[src/rtl/first_nios2_system_sysid_bank.sv]
// System ID / uptime / seconds / scratch register bank on an Avalon-MM slave.
// All reads return one cycle after the command, with zero-filled data when idle.
module first_nios2_system_sysid_bank #(
  parameter logic [31:0] ID_VALUE      = 32'h0000_0000,
  parameter logic [31:0] TIMESTAMP     = 32'h0000_0000,
  parameter int unsigned CLK_FREQ_HZ   = 50000000,
  parameter int          NUM_SCRATCH   = 2,
  parameter logic [31:0] SCRATCH_RESET = 32'h0000_0000,
  parameter int          ADDR_W        = 4,
  // Uptime value loaded by reset; nonzero only to reach the high-word carry quickly in simulation.
  parameter logic [63:0] UPTIME_INIT   = 64'h0
) (
  input  logic              clock,
  input  logic              reset_n,
  input  logic [ADDR_W-1:0] address,
  input  logic              read,
  input  logic              write,
  input  logic [31:0]       writedata,
  input  logic [3:0]        byteenable,
  output logic [31:0]       readdata,
  output logic              readdatavalid
);

  localparam logic [ADDR_W-1:0] ADDR_ID        = ADDR_W'(0);
  localparam logic [ADDR_W-1:0] ADDR_TIMESTAMP = ADDR_W'(1);
  localparam logic [ADDR_W-1:0] ADDR_UP_LO     = ADDR_W'(2);
  localparam logic [ADDR_W-1:0] ADDR_UP_HI     = ADDR_W'(3);
  localparam logic [ADDR_W-1:0] ADDR_SECONDS   = ADDR_W'(4);
  localparam int                SCRATCH_BASE   = 5;
  localparam logic [31:0]       PRESCALE_LAST  = 32'(CLK_FREQ_HZ - 1);

  logic [63:0] uptime;
  logic [31:0] uptime_hi_shadow;
  logic [31:0] prescaler;
  logic [31:0] seconds;
  logic [31:0] scratch [NUM_SCRATCH];
  logic [31:0] read_mux;

  logic up_lo_read;
  logic seconds_clear;

  assign up_lo_read    = read && (address == ADDR_UP_LO);
  assign seconds_clear = write && (address == ADDR_SECONDS);

  always_comb begin
    read_mux = 32'h0;
    if (address == ADDR_ID)             read_mux = ID_VALUE;
    else if (address == ADDR_TIMESTAMP) read_mux = TIMESTAMP;
    else if (address == ADDR_UP_LO)     read_mux = uptime[31:0];
    else if (address == ADDR_UP_HI)     read_mux = uptime_hi_shadow;
    else if (address == ADDR_SECONDS)   read_mux = seconds;
    else begin
      for (int i = 0; i < NUM_SCRATCH; i++) begin
        if (address == ADDR_W'(SCRATCH_BASE + i)) read_mux = scratch[i];
      end
    end
  end

  // The shadow captures the high word from the same sample as the low word being returned.
  always_ff @(posedge clock or negedge reset_n) begin
    if (!reset_n) begin
      uptime           <= UPTIME_INIT;
      uptime_hi_shadow <= 32'h0;
    end else begin
      uptime <= uptime + 64'd1;
      if (up_lo_read) uptime_hi_shadow <= uptime[63:32];
    end
  end

  // A SECONDS write wins over a coincident terminal count.
  always_ff @(posedge clock or negedge reset_n) begin
    if (!reset_n) begin
      prescaler <= 32'h0;
      seconds   <= 32'h0;
    end else if (seconds_clear) begin
      prescaler <= 32'h0;
      seconds   <= 32'h0;
    end else if (prescaler == PRESCALE_LAST) begin
      prescaler <= 32'h0;
      seconds   <= seconds + 32'd1;
    end else begin
      prescaler <= prescaler + 32'd1;
    end
  end

  always_ff @(posedge clock or negedge reset_n) begin
    if (!reset_n) begin
      for (int i = 0; i < NUM_SCRATCH; i++) scratch[i] <= SCRATCH_RESET;
    end else begin
      for (int i = 0; i < NUM_SCRATCH; i++) begin
        if (write && (address == ADDR_W'(SCRATCH_BASE + i))) begin
          for (int b = 0; b < 4; b++) begin
            if (byteenable[b]) scratch[i][8*b +: 8] <= writedata[8*b +: 8];
          end
        end
      end
    end
  end

  always_ff @(posedge clock or negedge reset_n) begin
    if (!reset_n) begin
      readdata      <= 32'h0;
      readdatavalid <= 1'b0;
    end else begin
      readdatavalid <= read;
      readdata      <= read ? read_mux : 32'h0;
    end
  end

endmodule
[config.mk]
export PLATFORM = sky130hd
export DESIGN_NAME = first_nios2_system_sysid_bank
export DESIGN_NICKNAME = d
export VERILOG_FILES = /design/src/rtl/first_nios2_system_sysid_bank.sv
export SDC_FILE = /design/constraint.sdc
export NUM_CORES = 1
export LEC_CHECK = 0
export ABC_AREA = 1
export CORE_ASPECT_RATIO = 0.7
export CORE_MARGIN = 1
export CORE_UTILIZATION = 31
export DETAILED_ROUTE_END_ITERATION = 6
export REMOVE_ABC_BUFFERS = 1
export SLEW_MARGIN = 10
export SYNTH_ARGS = -nofsm -noshare
export SYNTH_HDL_FRONTEND = slang
export SYNTH_SLANG_ARGS = --single-unit
[constraint.sdc]
create_clock -name clock -period 2.1 [get_ports clock]
set_input_delay 0.315 -clock clock [delete_from_list [all_inputs] [get_ports clock]]
set_output_delay 0.315 -clock clock [all_outputs]
set_load 0.01 [all_outputs]
== Word level (Yosys, flattened, before mapping) ==
Index checks and enable logic that the tools add are counted.
Cells by class
  add/subtract/negate cells: 3
  multiply operators: 0
  divide/modulo/power cells: 0
  order comparisons: 0
  equality and inequality tests: 7
  shifts and indexed selects: 0
  mux-type cells: 12
  bitwise operators: 0
  reduce and logical (&&, ||, !) cells: 14
Operators with widths (number)
  $mux W32: 12
  $add A32 B1 Y32 const B: 2
  $add A64 B1 Y64 const B: 1
  $eq A32 B26 Y1 const B: 1
  $reduce_and A2 Y1: 8
  $eq A4 B3 Y1 const B: 3
  $eq A4 B2 Y1 const B: 2
  $eq A4 B1 Y1 const B: 1
  $logic_and A1 B1 Y1: 4
  $logic_not A4 Y1: 1
  $reduce_bool A2 Y1: 1
Word-level totals
  bits in registers: 257
  bits in latches: 0
  memory bits (writable): 0
  ROM bits: 0
  input port bits: 44
  output and inout port bits: 33
  logic and storage cells: 50
  memories: 0

== Longest topological paths before layout ==
  depth in word-level cells: 9
  gate-level depth with buffers: 11
  depth with buffers taken out: 11

== Worst setup path after synthesis ==
Ideal clock, no wire load.
  kind: reg2reg
  start point: reg uptime[0]
  end point: reg uptime[32]
  data arrival time: 1581 ps
  required time: 1978 ps
  slack: 397 ps
  stages on the path, launching flop included: 8
  buffers on the path: 0
  path through: dfrtp_1 ha_1 inv_1 nor2_1 inv_1 nor3_1 nand2_1 xor2_1
Between the ends
  word-level cells in the longest chain between the ends: 1
Ends and longest elaborated chain
  from (decl): line 32  | logic [63:0] uptime;
  from (signal assigned): line 65  | uptime <= uptime + 64'd1;
  $add A64 B1 Y64: line 65
Every way passes these cells.
A chain may end at the register's enable or synchronous reset.

== Worst setup path after layout ==
  start point: reg prescaler[0]
  end point: reg seconds[0]
Between the ends
  word-level cells in the longest chain between the ends: 2
Ends and longest elaborated chain
  from (decl): line 34  | logic [31:0] prescaler;
  from (signal assigned): line 82  | prescaler <= prescaler + 32'd1;
  $eq A32 B26 Y1: line 78  | end else if (prescaler == PRESCALE_LAST) begin
  $reduce_bool A2 Y1 (no line)
  to (signal assigned): line 80  | seconds <= seconds + 32'd1;
  to (decl): line 35  | logic [31:0] seconds;
Every way passes these cells.

==> impl_metrics.py <==
metrics = {
    "clock_network": {
        "htree_num_levels": 1,
        "post_cts.repair.setup_buffers": 0,
        "cts-root-buf": "sky130_fd_sc_hd__clkbuf_16",
        "clockBufferDepth": 3,
        "clock_insertion_delay_worst_skew_ps": 560,
        "clk_transition_reported_paths_ps": 60,
        "cts_sinks": 257,
        "cts_tree": "done",
        "cts_made_buffers": 28,
    },
    "drt": {
        "drc": 0,
        "ant_nets": 0,
        "dr.max_layer_used": "met5",
        "dr_total_vias": 12210,
        "detailroute.wirelength.met3_um": 4195,
        "count_of_routing_violations_after_the_opening_detailed_route_iteration": 1181,
        "routed-wl-met2_um": 17340,
        "detail_route.wirelength.met1_um": 22570,
        "drt-pass1-iter-count": 5,
        "totalWireLength_um": 44900,
        "vias_per_cell": 4.983,
        "routed_wire_length_per_instance_um": 18.32,
    },
    "timing": {
        "timing_hold_violations_final": 0,
        "max_freq_ghz": 0.5188,
        "final-setup-viol-count": 0,
        "setup_total_negative_slack_ps": 0,
        "final_slew_violations": 0,
        "tightest_pin_transition_ps": 532.3,
        "finalCritPeriodShare": 0.9179,
        "grt_setup_unrepaired": "false",
        "worst_slew_margin_rel": 0.6439,
        "finalWorstPathRequiredPeriod_ps": 1928,
        "skew_ps": 10.65,
    },
    "die": {
        "die_y_um": 175.2,
        "floorplan.die_area_sq_mm": 0.04372,
        "io_pins": 77,
        "die-width_um": 249.5,
        "floorplan.rows": 63,
        "core_sq_mm": 0.04233,
        "floorplan.initialDensity": 0.3140,
    },
    "finish": {
        "layout_commonest_cell": "sky130_fd_sc_hd__nand2_1",
        "drive_gt1_frac": 0.08689,
        "util_after_layout": 0.3807,
        "layout.cells.most_common_list": "sky130_fd_sc_hd__nand2_1, sky130_fd_sc_hd__dfrtp_1, sky130_fd_sc_hd__nor2_1",
        "design.final.nets": 1926,
        "antenna-diode-count": 0,
        "register_area_sq_mm": 0.006431,
        "num-fill-cells": 4322,
        "multi_input_area_sq_mm": 0.006122,
        "area_growth_syn_to_layout_pct": 21.26,
    },
    "logic_synthesis": {
        "syn_area_per_cell_sq_um": 7.560,
        "gate_count_after_technology_mapping": 1758,
        "register_bit_total_from_synthesis": 257,
        "sequential_share_of_the_synthesized_area": 0.4839,
        "yosys_warnings": 0,
        "yosys.cell_types.count": 27,
        "synth.cell_area_sq_mm": 0.01329,
    },
    "global_route": {
        "grt.overflow.total": 0,
        "gr-usage-all-layers": 0.2085,
        "first_global_vias": 11580,
        "global_route_wire_length_before_repair_um": 69660,
        "antenna_violations_before_repair": 0,
        "grt_start_max_net_pins": 65,
    },
    "placement": {
        "io_buffers": 76,
        "finalWeightedCongestion": 0.9592,
        "dp_hpwl_um": 34610,
    },
    "power": {
        "leakage_nw": 7.144,
        "power-per-cell-area_mw_per_mm2": 734.0,
        "worst_ir_drop_vdd_uv": 530.3,
    },
    "outcome": {
        "outcome": "finished, final reports clean",
    },
    "worst_setup_path": {
        "timing.critical_path.arrival_ps": 2360,
        "critPathCaptureType": "flop",
        "required_worst_endpoint_ps": 2530,
        "peak_fanout_along_the_critical_path": 6,
        "start_kind": "flop",
        "worst-setup-path-type": "reg2reg",
    },
    "run": {
        "cap_viol_max_count": 0,
    },
    "hold_path": {
        "holdCritPathClass": "in2async",
    },
}
sequential cells by signal, summed over array words and instances, names as in the netlist:
| name | flops |
|---|---|
| uptime_hi_shadow | 32 |
| seconds | 32 |
| scratch | 64 |
| uptime | 64 |
| readdatavalid | 1 |
| readdata | 32 |
| prescaler | 32 |
power by group:
part / switching (W) / total [W] / internal [W]
combinational: 0.000681 / 0.00118 / 0.000495
clock: 0.00205 / 0.00500 / 0.00295
sequential: 0.000309 / 0.00565 / 0.00534
critical path: stages, from the launching register on:
cell,delay [ps]
sky130_fd_sc_hd__dfrtp_1,420
sky130_fd_sc_hd__ha_1,200
sky130_fd_sc_hd__nand3_1,110
sky130_fd_sc_hd__nor2_1,190
sky130_fd_sc_hd__nand2_1,90
sky130_fd_sc_hd__nor2_2,280
sky130_fd_sc_hd__inv_1,160
sky130_fd_sc_hd__nand2_1,110
sky130_fd_sc_hd__buf_4,170
sky130_fd_sc_hd__o21ai_0,80
through the flow:
step           worst slack (ps)  area (sq um)  total power [W]  hold WS, ps  instances
6_report                  172.4         16120          0.01183        194.3       2451
5_1_grt                   11.09         16120          0.01233        193.2       2451
4_1_cts                   133.2         16110          0.01194        183.6       2451
3_5_place_dp             -316.9         15170         0.006911        183.0       2400
3_3_place_gp             -271.0         15170         0.006878        179.1       2400
2_1_floorplan             -1118         13040         0.006298        19.41       1708
synth_stat cells:
master,n,area share
sky130_fd_sc_hd__and2_1,4,0.0019
sky130_fd_sc_hd__clkbuf_2,1,0.00038
sky130_fd_sc_hd__o21ai_0,181,0.068
sky130_fd_sc_hd__o21ai_1,8,0.0030
sky130_fd_sc_hd__nor2_1,248,0.070
sky130_fd_sc_hd__nor2_2,3,0.0014
sky130_fd_sc_hd__dfrtp_1,257,0.48
sky130_fd_sc_hd__xnor2_1,19,0.013
sky130_fd_sc_hd__buf_4,6,0.0034
sky130_fd_sc_hd__nand4_1,42,0.020
sky130_fd_sc_hd__nand2_1,567,0.16
sky130_fd_sc_hd__inv_1,130,0.037
sky130_fd_sc_hd__inv_2,3,0.00085
sky130_fd_sc_hd__xor2_1,48,0.032
sky130_fd_sc_hd__a21oi_1,38,0.014
sky130_fd_sc_hd__o21bai_1,7,0.0040
sky130_fd_sc_hd__nor3_4,1,0.0012
sky130_fd_sc_hd__nand2_2,6,0.0028
sky130_fd_sc_hd__clkbuf_1,31,0.0088
sky130_fd_sc_hd__nand3_1,76,0.029
sky130_fd_sc_hd__nor3_1,27,0.010
sky130_fd_sc_hd__nor4_4,2,0.0032
sky130_fd_sc_hd__buf_6,4,0.0034
sky130_fd_sc_hd__buf_2,8,0.0030
sky130_fd_sc_hd__o21ai_2,32,0.021
sky130_fd_sc_hd__ha_1,3,0.0028
sky130_fd_sc_hd__or2_2,6,0.0028
area by class of cell:
type                    instances  share of cell area
multi-input cells            1318              0.3799
inverters                     133             0.03098
flip-flops and latches        257              0.3991
well taps                     552             0.04286
clock buffers                  45             0.05435
repair buffers                141             0.08960
clock inverters                 5            0.003261
metal layers:
metal	vias to the layer above	global-route usage
met1	5835	0.3330
met2	462	0.2820
met4	2	0.03549
met3	44	0.04409
met5	-	0.02198
li1	5871	-
worst paths after layout:
path | slack [ps] | end | cells past startpoint | startpoint
setup reg to reg | 170 | seconds[0]$_DFFE_PN0P_ | 9 | prescaler[0]$_DFF_PN0_
max in group asynchronous | 1260 | readdata[2]$_DFF_PN0_ | 3 | reset_n
hold reg to reg | 480 | scratch[54]$_DFFE_PN0P_ | 2 | scratch[54]$_DFFE_PN0P_
hold / removal | 190 | readdata[21]$_DFF_PN0_ | 2 | reset_n
setup / recovery | 170 | seconds[0]$_DFFE_PN0P_ | 9 | prescaler[0]$_DFF_PN0_
min in group clock | 300 | readdatavalid$_DFF_PN0_ | 1 | read
timing repair:
action	4_1_cts	5_1_grt
resized for setup	0	1
endpoints found under the setup margin	0	2
hold buffers	1	0
hold endpoints to repair	257	0
logic make-up (layout without fill, tap and decap cells):
kind of cell / Yosys count / count (layout) / share of synthesized area
simple gates: 982 / 982 / 0.3021
compound gates: 266 / 266 / 0.1105
flops: 257 / 257 / 0.4839
buf+inv: 183 / 324 / 0.05649
xor+xnor: 67 / 67 / 0.04415
fa+ha+maj: 3 / 3 / 0.002825
No activity file was read; power rests on OpenSTA's default activity.
